==> config.mk <==
export PLATFORM = sky130hd
export DESIGN_NAME = btle_rx_deframer
export DESIGN_NICKNAME = d
export VERILOG_FILES = /design/src/rtl/btle_rx_pkg.sv /design/src/rtl/btle_crc24_lfsr.sv /design/src/rtl/btle_rx_deframer.sv
export SDC_FILE = /design/constraint.sdc
export NUM_CORES = 1
export LEC_CHECK = 0
export BUFFER_PORTS_ARGS = -buffer_cell sky130_fd_sc_hd__clkbuf_2
export CORE_MARGIN = 4
export CORE_UTILIZATION = 45
export DETAILED_ROUTE_END_ITERATION = 6
export PLACE_DENSITY = 0.67
export SLEW_MARGIN = 20
export SYNTH_ARGS = -nofsm -noshare
export SYNTH_HDL_FRONTEND = slang
export SYNTH_SLANG_ARGS = --single-unit
==> constraint.sdc <==
create_clock -name clk -period 4.56 [get_ports clk]
set_input_delay 0.456 -clock clk [delete_from_list [all_inputs] [get_ports clk]]
set_output_delay 0.456 -clock clk [all_outputs]
set_load 0.1 [all_outputs]
==> src/rtl/btle_rx_pkg.sv <==
// Shared definitions for the BTLE receive deframer: FSM encoding, abort codes,
// CRC polynomial and advertising channel numbers.
package btle_rx_pkg;

  typedef enum logic [1:0] {
    ST_IDLE    = 2'd0,
    ST_HEADER  = 2'd1,
    ST_PAYLOAD = 2'd2,
    ST_CRC     = 2'd3
  } rx_state_e;

  localparam logic [1:0] ABORT_NONE    = 2'd0;
  localparam logic [1:0] ABORT_LENGTH  = 2'd1;
  localparam logic [1:0] ABORT_GAP     = 2'd2;
  localparam logic [1:0] ABORT_RESTART = 2'd3;

  // x^24 + x^10 + x^9 + x^6 + x^4 + x^3 + x + 1
  localparam logic [23:0] CRC_POLY = 24'h00065B;

  localparam logic [5:0] ADV_CH_37 = 6'd37;
  localparam logic [5:0] ADV_CH_38 = 6'd38;
  localparam logic [5:0] ADV_CH_39 = 6'd39;

  function automatic logic is_adv_channel(input logic [5:0] ch);
    return (ch == ADV_CH_37) || (ch == ADV_CH_38) || (ch == ADV_CH_39);
  endfunction

endpackage

==> src/rtl/btle_crc24_lfsr.sv <==
// Serial CRC LFSR with synchronous seed load and per-bit enable. Exposes the
// value the register will take if the current bit is clocked in.
module btle_crc24_lfsr
  import btle_rx_pkg::*;
#(
  parameter int               WIDTH = 24,
  parameter logic [WIDTH-1:0] POLY  = WIDTH'(CRC_POLY)
) (
  input  logic             clk,
  input  logic             rst,
  input  logic             load,
  input  logic [WIDTH-1:0] init,
  input  logic             en,
  input  logic             din,
  output logic [WIDTH-1:0] crc_next
);

  logic [WIDTH-1:0] crc_q;
  logic             fb;

  // Division-style register: clocking the transmitted CRC bits after the
  // message drives the register to zero when the frame is intact.
  assign fb       = crc_q[WIDTH-1] ^ din;
  assign crc_next = {crc_q[WIDTH-2:0], 1'b0} ^ (fb ? POLY : '0);

  always_ff @(posedge clk) begin
    if (rst) begin
      crc_q <= '0;
    end else if (load) begin
      crc_q <= init;
    end else if (en) begin
      crc_q <= crc_next;
    end
  end

endmodule

==> src/rtl/btle_rx_deframer.sv <==
// BTLE receive deframer: assembles descrambled bits into header/payload
// octets, decodes the length field, checks the CRC and supervises bit gaps.
module btle_rx_deframer
  import btle_rx_pkg::*;
#(
  parameter int LEN_WIDTH           = 8,
  parameter int MAX_PAYLOAD         = 255,
  parameter int CRC_STATE_BIT_WIDTH = 24,
  parameter int GAP_TIMEOUT         = 16
) (
  input  logic                           clk,
  input  logic                           rst,
  input  logic                           start,
  input  logic                           legacy_mode,
  input  logic [5:0]                     channel_number,
  input  logic [CRC_STATE_BIT_WIDTH-1:0] crc_init,
  input  logic                           info_bit,
  input  logic                           bit_valid,
  output logic [7:0]                     octet,
  output logic                           octet_valid,
  output logic                           octet_last,
  output logic [LEN_WIDTH-1:0]           payload_length,
  output logic                           payload_length_valid,
  output logic                           decode_end,
  output logic                           crc_ok,
  output logic                           abort,
  output logic [1:0]                     abort_code,
  output logic                           busy
);

  localparam int BCW   = $clog2(8 * (MAX_PAYLOAD + 5) + 1);
  localparam int TMR_W = $clog2(GAP_TIMEOUT + 1);

  rx_state_e state_q, state_d;
  logic [6:0]                     shreg_q, shreg_d;
  logic [BCW-1:0]                 bit_cnt_q, bit_cnt_d;
  logic [LEN_WIDTH-1:0]           oct_cnt_q, oct_cnt_d;
  logic [TMR_W-1:0]               timer_q, timer_d;
  logic [7:0]                     octet_q, octet_d;
  logic                           octet_valid_q, octet_valid_d;
  logic                           octet_last_q, octet_last_d;
  logic [LEN_WIDTH-1:0]           payload_length_q, payload_length_d;
  logic                           plv_q, plv_d;
  logic                           decode_end_q, decode_end_d;
  logic                           crc_ok_q, crc_ok_d;
  logic                           abort_q, abort_d;
  logic [1:0]                     abort_code_q, abort_code_d;

  logic [7:0]                     octet_now;
  logic [7:0]                     len_raw;
  logic [LEN_WIDTH-1:0]           len_dec;
  logic [32:0]                    len_margin;
  logic                           too_long;
  logic                           restart;
  logic                           bit_acc;
  logic [CRC_STATE_BIT_WIDTH-1:0] crc_next;

  assign busy      = (state_q != ST_IDLE);
  assign restart   = start & busy & ~rst;
  assign bit_acc   = bit_valid & ~start & busy;
  assign octet_now = {info_bit, shreg_q};

  always_comb begin
    len_raw = octet_now;
    if (legacy_mode) begin
      len_raw = is_adv_channel(channel_number) ? {2'b00, octet_now[5:0]}
                                               : {3'b000, octet_now[4:0]};
    end
  end

  assign len_dec    = LEN_WIDTH'(len_raw);
  // Borrow out of MAX_PAYLOAD - length flags an oversize frame.
  assign len_margin = 33'(MAX_PAYLOAD) - 33'(len_dec);
  assign too_long   = len_margin[32];

  btle_crc24_lfsr #(
    .WIDTH (CRC_STATE_BIT_WIDTH)
  ) u_crc (
    .clk      (clk),
    .rst      (rst),
    .load     (start),
    .init     (crc_init),
    .en       (bit_acc),
    .din      (info_bit),
    .crc_next (crc_next)
  );

  always_comb begin
    state_d          = state_q;
    shreg_d          = shreg_q;
    bit_cnt_d        = bit_cnt_q;
    oct_cnt_d        = oct_cnt_q;
    timer_d          = timer_q;
    octet_d          = octet_q;
    octet_valid_d    = 1'b0;
    octet_last_d     = 1'b0;
    payload_length_d = payload_length_q;
    plv_d            = 1'b0;
    decode_end_d     = 1'b0;
    crc_ok_d         = crc_ok_q;
    abort_d          = 1'b0;
    abort_code_d     = ABORT_NONE;

    if (start) begin
      state_d   = ST_HEADER;
      shreg_d   = '0;
      bit_cnt_d = '0;
      oct_cnt_d = '0;
      timer_d   = '0;
      crc_ok_d  = 1'b0;
    end else if (busy) begin
      if (bit_valid) begin
        timer_d = '0;
        shreg_d = octet_now[7:1];
        if (bit_cnt_q != '1) bit_cnt_d = bit_cnt_q + BCW'(1);
        if (bit_cnt_q[2:0] == 3'd7) begin
          oct_cnt_d = oct_cnt_q + LEN_WIDTH'(1);
          case (state_q)
            ST_HEADER: begin
              octet_d       = octet_now;
              octet_valid_d = 1'b1;
              if (oct_cnt_q != '0) begin
                oct_cnt_d = '0;
                if (too_long) begin
                  abort_d      = 1'b1;
                  abort_code_d = ABORT_LENGTH;
                  state_d      = ST_IDLE;
                end else begin
                  payload_length_d = len_dec;
                  plv_d            = 1'b1;
                  if (len_dec == '0) begin
                    octet_last_d = 1'b1;
                    state_d      = ST_CRC;
                  end else begin
                    state_d = ST_PAYLOAD;
                  end
                end
              end
            end
            ST_PAYLOAD: begin
              octet_d       = octet_now;
              octet_valid_d = 1'b1;
              if (oct_cnt_q == payload_length_q - LEN_WIDTH'(1)) begin
                octet_last_d = 1'b1;
                oct_cnt_d    = '0;
                state_d      = ST_CRC;
              end
            end
            ST_CRC: begin
              if (oct_cnt_q == LEN_WIDTH'(2)) begin
                decode_end_d = 1'b1;
                crc_ok_d     = (crc_next == '0);
                state_d      = ST_IDLE;
              end
            end
            default: ;
          endcase
        end
      end else if (timer_q == TMR_W'(GAP_TIMEOUT - 1)) begin
        abort_d      = 1'b1;
        abort_code_d = ABORT_GAP;
        timer_d      = '0;
        state_d      = ST_IDLE;
      end else begin
        timer_d = timer_q + TMR_W'(1);
      end
    end
  end

  always_ff @(posedge clk) begin
    if (rst) begin
      state_q          <= ST_IDLE;
      shreg_q          <= '0;
      bit_cnt_q        <= '0;
      oct_cnt_q        <= '0;
      timer_q          <= '0;
      octet_q          <= '0;
      octet_valid_q    <= 1'b0;
      octet_last_q     <= 1'b0;
      payload_length_q <= '0;
      plv_q            <= 1'b0;
      decode_end_q     <= 1'b0;
      crc_ok_q         <= 1'b0;
      abort_q          <= 1'b0;
      abort_code_q     <= ABORT_NONE;
    end else begin
      state_q          <= state_d;
      shreg_q          <= shreg_d;
      bit_cnt_q        <= bit_cnt_d;
      oct_cnt_q        <= oct_cnt_d;
      timer_q          <= timer_d;
      octet_q          <= octet_d;
      octet_valid_q    <= octet_valid_d;
      octet_last_q     <= octet_last_d;
      payload_length_q <= payload_length_d;
      plv_q            <= plv_d;
      decode_end_q     <= decode_end_d;
      crc_ok_q         <= crc_ok_d;
      abort_q          <= abort_d;
      abort_code_q     <= abort_code_d;
    end
  end

  // Qualifiers are single-cycle strobes with no back-pressure; a restart
  // abort is reported combinationally in the cycle start is seen.
  assign octet                = octet_q;
  assign octet_valid          = octet_valid_q;
  assign octet_last           = octet_last_q;
  assign payload_length       = payload_length_q;
  assign payload_length_valid = plv_q;
  assign decode_end           = decode_end_q;
  assign crc_ok               = crc_ok_q;
  assign abort                = ~rst & (abort_q | restart);
  assign abort_code           = rst ? ABORT_NONE : (restart ? ABORT_RESTART : abort_code_q);

endmodule

==> results.cfg, run 1 <==
[outcome]
status = complete, no violations

[detailed_routing]
drt-total-wl_mm = 9.610
vias = 3581
wire_per_inst_um = 14.56
drtPass1Iterations = 7
drc_errors = 0
drt_iter0_drc = 167
final_antenna_net_count = 0
via_per_inst = 5.426

[die]
ios = 61
row_count = 33
fp.dieArea_um2 = 10350
core_area_um2 = 8382
initial_core_util_pct = 47.16
die_w_um = 101.7
fp.dieH_um = 101.7

[sta]
drv_slew = 0
fin_ws_ps = 1469
worstMarginPinSlew_ps = 1021
hold_viol = 0
skew_ps = 14.35
rsz0062_at_grt = no
relSlewSlack_pct = 31.70
fmax_mhz = 323.5
setup_violations = 0
period_minus_slack_ps = 3091
fin_setup_tns_ps = 0
min_period_over_period_pct = 67.79

[clock_tree]
cts_buffers = 9
cts_hold_buffers = 0
clock_sinks = 80
clk_path_buf_depth = 2
insertion_delay_ps = 360
root_buffer = clkbuf_8
cts_setup_buffers = 0
htreeDepth = 3
clkTransAtPathRegs_ps = 90
cts_resized = 0
cts_tree = yes

[synthesis]
ys_seq_elements = 80
synth_enable_flop_cells = 0
synth_ff_type = dfxtp_1
netlist_area_um2 = 3953
synthDistinctLibCells = 52
synth.avg_cell_area_um2 = 7.796
netlist_instances = 507
async_flop_share_pct = 0
synth_seq_area_share_pct = 40.52
yosys_warnings = 0
synth_fp_nets = 555

[power_and_ir_drop]
swShare_pct = 24.19
ir_drop_uv = 159.9
p_leak_nw = 1.748
power.internal_mw = 1.117
p_clk_share_pct = 42.2
p_sw_mw = 0.3563
combPwrFrac_pct = 8.7
seqPwrFrac_pct = 49.2
powerDensity_nw_per_um2 = 325.6

[worst_setup_path]
path_delay_family = simple AND/OR/NAND/NOR gates
cp-end-kind = register
reg2reg_depth = 9
r2r_setup_slack_ps = 1470
worst_ep_arrival_time_ps = 3280
cp_num_buf_inv = 2
cp.required_ps = 4750
max_stage_delay_ps = 610
worstPathMaxFanout = 34
startpoint_type = register
slowest_stage = nor2_1
r2r_end = octet[1]
worstReg2RegStart = state_q[0]
cpMostUsedCell = nor2_1
path_cells = inv_1 > ha_1 > nand2b_1 > buf_4 > nor2_1 > nand2_1 > nor2_2 > mux2i_1 > nor2_1
critPathKind = register to register

[cells_and_area]
num-nets-final = 599
instances_no_fill = 660
drive_gt1_share_pct = 16.04
fin_area_um2 = 4524
diodes = 0
layout_common_cells = nand2_1 (87), dfxtp_1 (80), a21oi_1 (70)
seq_area_um2 = 1602
multiInputGateArea_um2 = 2183
area_delta_synth_final_pct = 14.47
fillCellCount = 831
layout_commonest_cell = nand2_1

[grt]
antenna_found_initial = 0
grt_max_degree = 57
grt_overflow = 0
grt_first_pass_wirelength_mm = 15.62
grt_pass1_vias = 3295
grt.total_usage_pct = 18.96

[placement]
numPortBuffers = 60
dpl-instance-area_um2 = 4292
dp_slack_ps = 1568
place.gp.congestion = 0.8766
dp.final_hpwl_mm = 6.694
dp.cells = 645

[hold_path]
min_to = u_crc.crc_q[6]
hold_path_startpoint = crc_init[6]
hold_path.class = input port to register
hold_depth = 3

[job]
cap_violations = 0
## tightest hold or removal path, cell delays in order
cell and delay (ps):
clkbuf_2 70, a21oi_1 50, nor2_1 70
## state kept, by name (all words and copies together) (netlist names)
signal,cells
u_crc.crc_q,24
bit_cnt_q,12
oct_cnt_q,8
octet,8
payload_length,8
shreg_q,7
timer_q,5
state_q,2
abort_q,1
crc_ok,1
decode_end,1
octet_last,1
octet_valid,1
payload_length_valid,1
## worst max-delay path by stage
stage          slack (ps)  startpoint       endpoint  depth (start not counted)
6_report             1470  state_q[0]       octet[1]                          9
5_1_grt              1200  state_q[1]       octet[1]                          9
4_1_cts              1490  state_q[0]       octet[1]                          9
3_5_place_dp         1570  state_q[0]       octet[7]                          9
3_3_place_gp         1720  state_q[1]       octet[3]                          9
2_1_floorplan         560  state_q[1]  abort_code[1]                          7
## logic make-up (layout without fill, tap and decap cells)
family / Yosys count / in the layout / synth area share [%]
simple gates: 223 / 223 / 25.93
compound gates: 106 / 106 / 15.73
mux: 12 / 12 / 3.071
xor+xnor: 30 / 30 / 6.648
buf+inv: 44 / 92 / 4.305
fa+ha+maj: 12 / 12 / 3.799
flops: 80 / 80 / 40.52
## power by group through the flow
stage,Clock (mW),Combinational (mW),Sequential [mW]
5_1_grt,0.661,0.142,0.727
4_1_cts,0.633,0.128,0.724
3_3_place_gp,0,0.125,0.740
3_5_place_dp,0,0.127,0.741
6_report,0.621,0.127,0.724
2_1_floorplan,0,0.0926,0.737
## synthesized netlist by cell type (3+ instances only)
master | number | area, um^2
clkbuf_1 | 25 | 93.84
xor2_1 | 13 | 113.9
inv_1 | 14 | 52.55
buf_1 | 3 | 11.26
dfxtp_1 | 80 | 1602
nand3_1 | 14 | 70.07
nand4_1 | 11 | 68.82
o21ai_0 | 8 | 40.04
or3_1 | 5 | 31.28
nor3_1 | 19 | 95.09
mux2i_1 | 11 | 110.1
nor4_1 | 4 | 25.02
xnor2_1 | 17 | 148.9
a31oi_1 | 3 | 18.77
nand2_1 | 87 | 326.6
or4_1 | 3 | 22.52
a21oi_1 | 70 | 350.3
ha_1 | 12 | 150.1
nor2_1 | 58 | 217.7
and3_1 | 5 | 31.28
## through the flow
stage / util, % / hold slack (ps) / power (mW)
finish: 53.98 / 319.0 / 1.473
global route: 53.98 / 333.3 / 1.530
CTS: 53.98 / 314.8 / 1.485
detailed placement: 51.20 / 486.2 / 0.8674
global placement: 51.20 / 478.3 / 0.8645
floorplan: - / 452.8 / 0.8300
## final cells by class
| cell class | instances | share of cell area (%) |
|---|---|---|
| Clock buffer | 9 | 2.738 |
| Inverter | 14 | 1.162 |
| Sequential cell | 80 | 35.40 |
| Clock inverter | 6 | 2.406 |
| Timing Repair Buffer | 63 | 7.135 |
| Multi-Input combinational cell | 383 | 48.26 |
| Tap cell | 105 | 2.904 |
## layer usage
layer | track usage [%] | routed length, um
met1 | 25.76 | 4548
met2 | 29.88 | 4384
met3 | 3.099 | 474
met4 | 7.873 | 203
met5 | 0 | 0
No activity file was read; power rests on OpenSTA's default activity.
==> inputs of run 2 (changes only) <==
==> constraint.sdc (replaced) <==
create_clock -name clk -period 2.9 [get_ports clk]
set_input_delay 0.29 -clock clk [delete_from_list [all_inputs] [get_ports clk]]
set_output_delay 0.29 -clock clk [all_outputs]
set_load 0.1 [all_outputs]
==> run 2 against run 1 <==
Routed wire length shrank 7.6%. Count of clock-buffer cells in the layout increased by 4. Clock power grew 55%. Clock skew is 1.9 ps lower. Worst setup slack worse by 940 ps. Flip-flop and latch count unchanged. Global-route usage down 1.0 points. First-iteration DRC count is 1.8% higher. Die area is the same. Core utilization grew 0.64 points. Maximum frequency is 30% higher. Largest cell class unchanged.
==> results.cfg, run 2 (synthesis results as in run 1) <==
[clock_tree]
htreeDepth = 3
cts_buffers = 9
clk_path_buf_depth = 2
cts_tree = yes
cts_resized = 0
cts_hold_buffers = 0
clock_sinks = 80
clkTransAtPathRegs_ps = 80
cts_setup_buffers = 0
insertion_delay_ps = 350
root_buffer = clkbuf_8

[power_and_ir_drop]
p_leak_nw = 1.765
ir_drop_uv = 218.2
powerDensity_nw_per_um2 = 503.5

[worst_setup_path]
worst_ep_arrival_time_ps = 2620
cp.required_ps = 3150
startpoint_type = register
worstReg2RegStart = oct_cnt_q[2]
worstPathMaxFanout = 9
cp-end-kind = register
critPathKind = register to register
startpoint = oct_cnt_q[2]
r2r_setup_slack_ps = 530

[sta]
worstMarginPinSlew_ps = 659.6
setup_violations = 0
drv_slew = 0
fmax_mhz = 422.1
period_minus_slack_ps = 2369
hold_viol = 0
min_period_over_period_pct = 81.69
rsz0062_at_grt = no
relSlewSlack_pct = 55.73
skew_ps = 12.48
fin_setup_tns_ps = 0

[die]
ios = 61
fp.dieH_um = 101.7
die_w_um = 101.7
row_count = 33
fp.dieArea_um2 = 10350
core_area_um2 = 8382
initial_core_util_pct = 47.16

[outcome]
status = complete, no violations

[grt]
grt_overflow = 0
grt_pass1_vias = 3265
antenna_found_initial = 0
grt_first_pass_wirelength_mm = 14.93
grt_max_degree = 48
grt.total_usage_pct = 17.93

[detailed_routing]
drc_errors = 0
wire_per_inst_um = 13.35
drt-total-wl_mm = 8.877
vias = 3580
drt-met1-wl_mm = 4.107
dr_wl_met2_mm = 4.149
via_per_inst = 5.383
final_antenna_net_count = 0
dr.max_layer_used = met4
wl_met3_um = 481
drt_iter0_drc = 170
drtPass1Iterations = 4

[cells_and_area]
instances_no_fill = 665
num-nets-final = 604
layout_common_cells = nand2_1 (87), dfxtp_1 (80), a21oi_1 (70)
area_delta_synth_final_pct = 15.83
top_register = u_crc.crc_q
drive_gt1_share_pct = 17.32
top_regs = u_crc.crc_q: 24 flops, bit_cnt_q: 12 flops
layout_commonest_cell = nand2_1
fillCellCount = 805
diodes = 0
largest_register_ffs = 24

[placement]
place.gp.congestion = 0.8959
numPortBuffers = 60
dp.cells = 650
dp.final_hpwl_mm = 6.295

[job]
cap_violations = 0

[hold_path]
hold_path_startpoint = crc_init[21]
hold_path.class = input port to register
[run 2: cell type report]
cell class	instances	area, um^2	share of cell area (%)
Timing Repair Buffer	68	360.3	7.871
Sequential cell	80	1602	34.98
Clock inverter	2	60.06	1.312
Inverter	14	56.30	1.230
Clock buffer	13	178.9	3.908
Tap cell	105	131.4	2.870
Multi-Input combinational cell	383	2190	47.83
[run 2: per-layer routing]
| metal | vias to the layer above | global-route usage [%] |
|---|---|---|
| met3 | 11 | 4.890 |
| met5 | - | 0 |
| li1 | 1843 | - |
| met4 | 0 | 5.930 |
| met1 | 1648 | 22.51 |
| met2 | 78 | 29.78 |
[run 2: worst max-delay path, stage by stage (launching register included)]
cell and delay, ps:
dfxtp_1 410, nor4_2 410, nand4_1 250, a2111oi_0 580
a31oi_1 150, o21ai_1 120, mux2_2 350
[run 2: stage by stage]
| step | hold slack [ps] | worst slack, ps | total power, mW | util [%] | instance area [um^2] |
|---|---|---|---|---|---|
| 2_1_floorplan | 426.0 | 16.40 | 1.307 | - | 3963 |
| 4_1_cts | 157.2 | 533.0 | 2.325 | 54.62 | 4578 |
| 3_5_place_dp | 474.9 | 593.1 | 1.367 | 51.77 | 4339 |
| 3_3_place_gp | 464.1 | 632.0 | 1.364 | 51.77 | 4339 |
| 6_report | 165.1 | 531.1 | 2.305 | 54.62 | 4578 |
| 5_1_grt | 171.3 | 276.3 | 2.398 | 54.62 | 4578 |
[run 2: final timing paths]
kind / to / depth (start not counted)
max: state_q[0] / 6
min: u_crc.crc_q[21] / 3
max reg2reg: state_q[0] / 6
min reg2reg: timer_q[4] / 1
[run 2: power breakdown]
| group | internal (mW) | switching (mW) |
|---|---|---|
| sequential | 1.12 | 0.0179 |
| combinational | 0.0742 | 0.129 |
| clock | 0.575 | 0.390 |
| total | 1.77 | 0.536 |
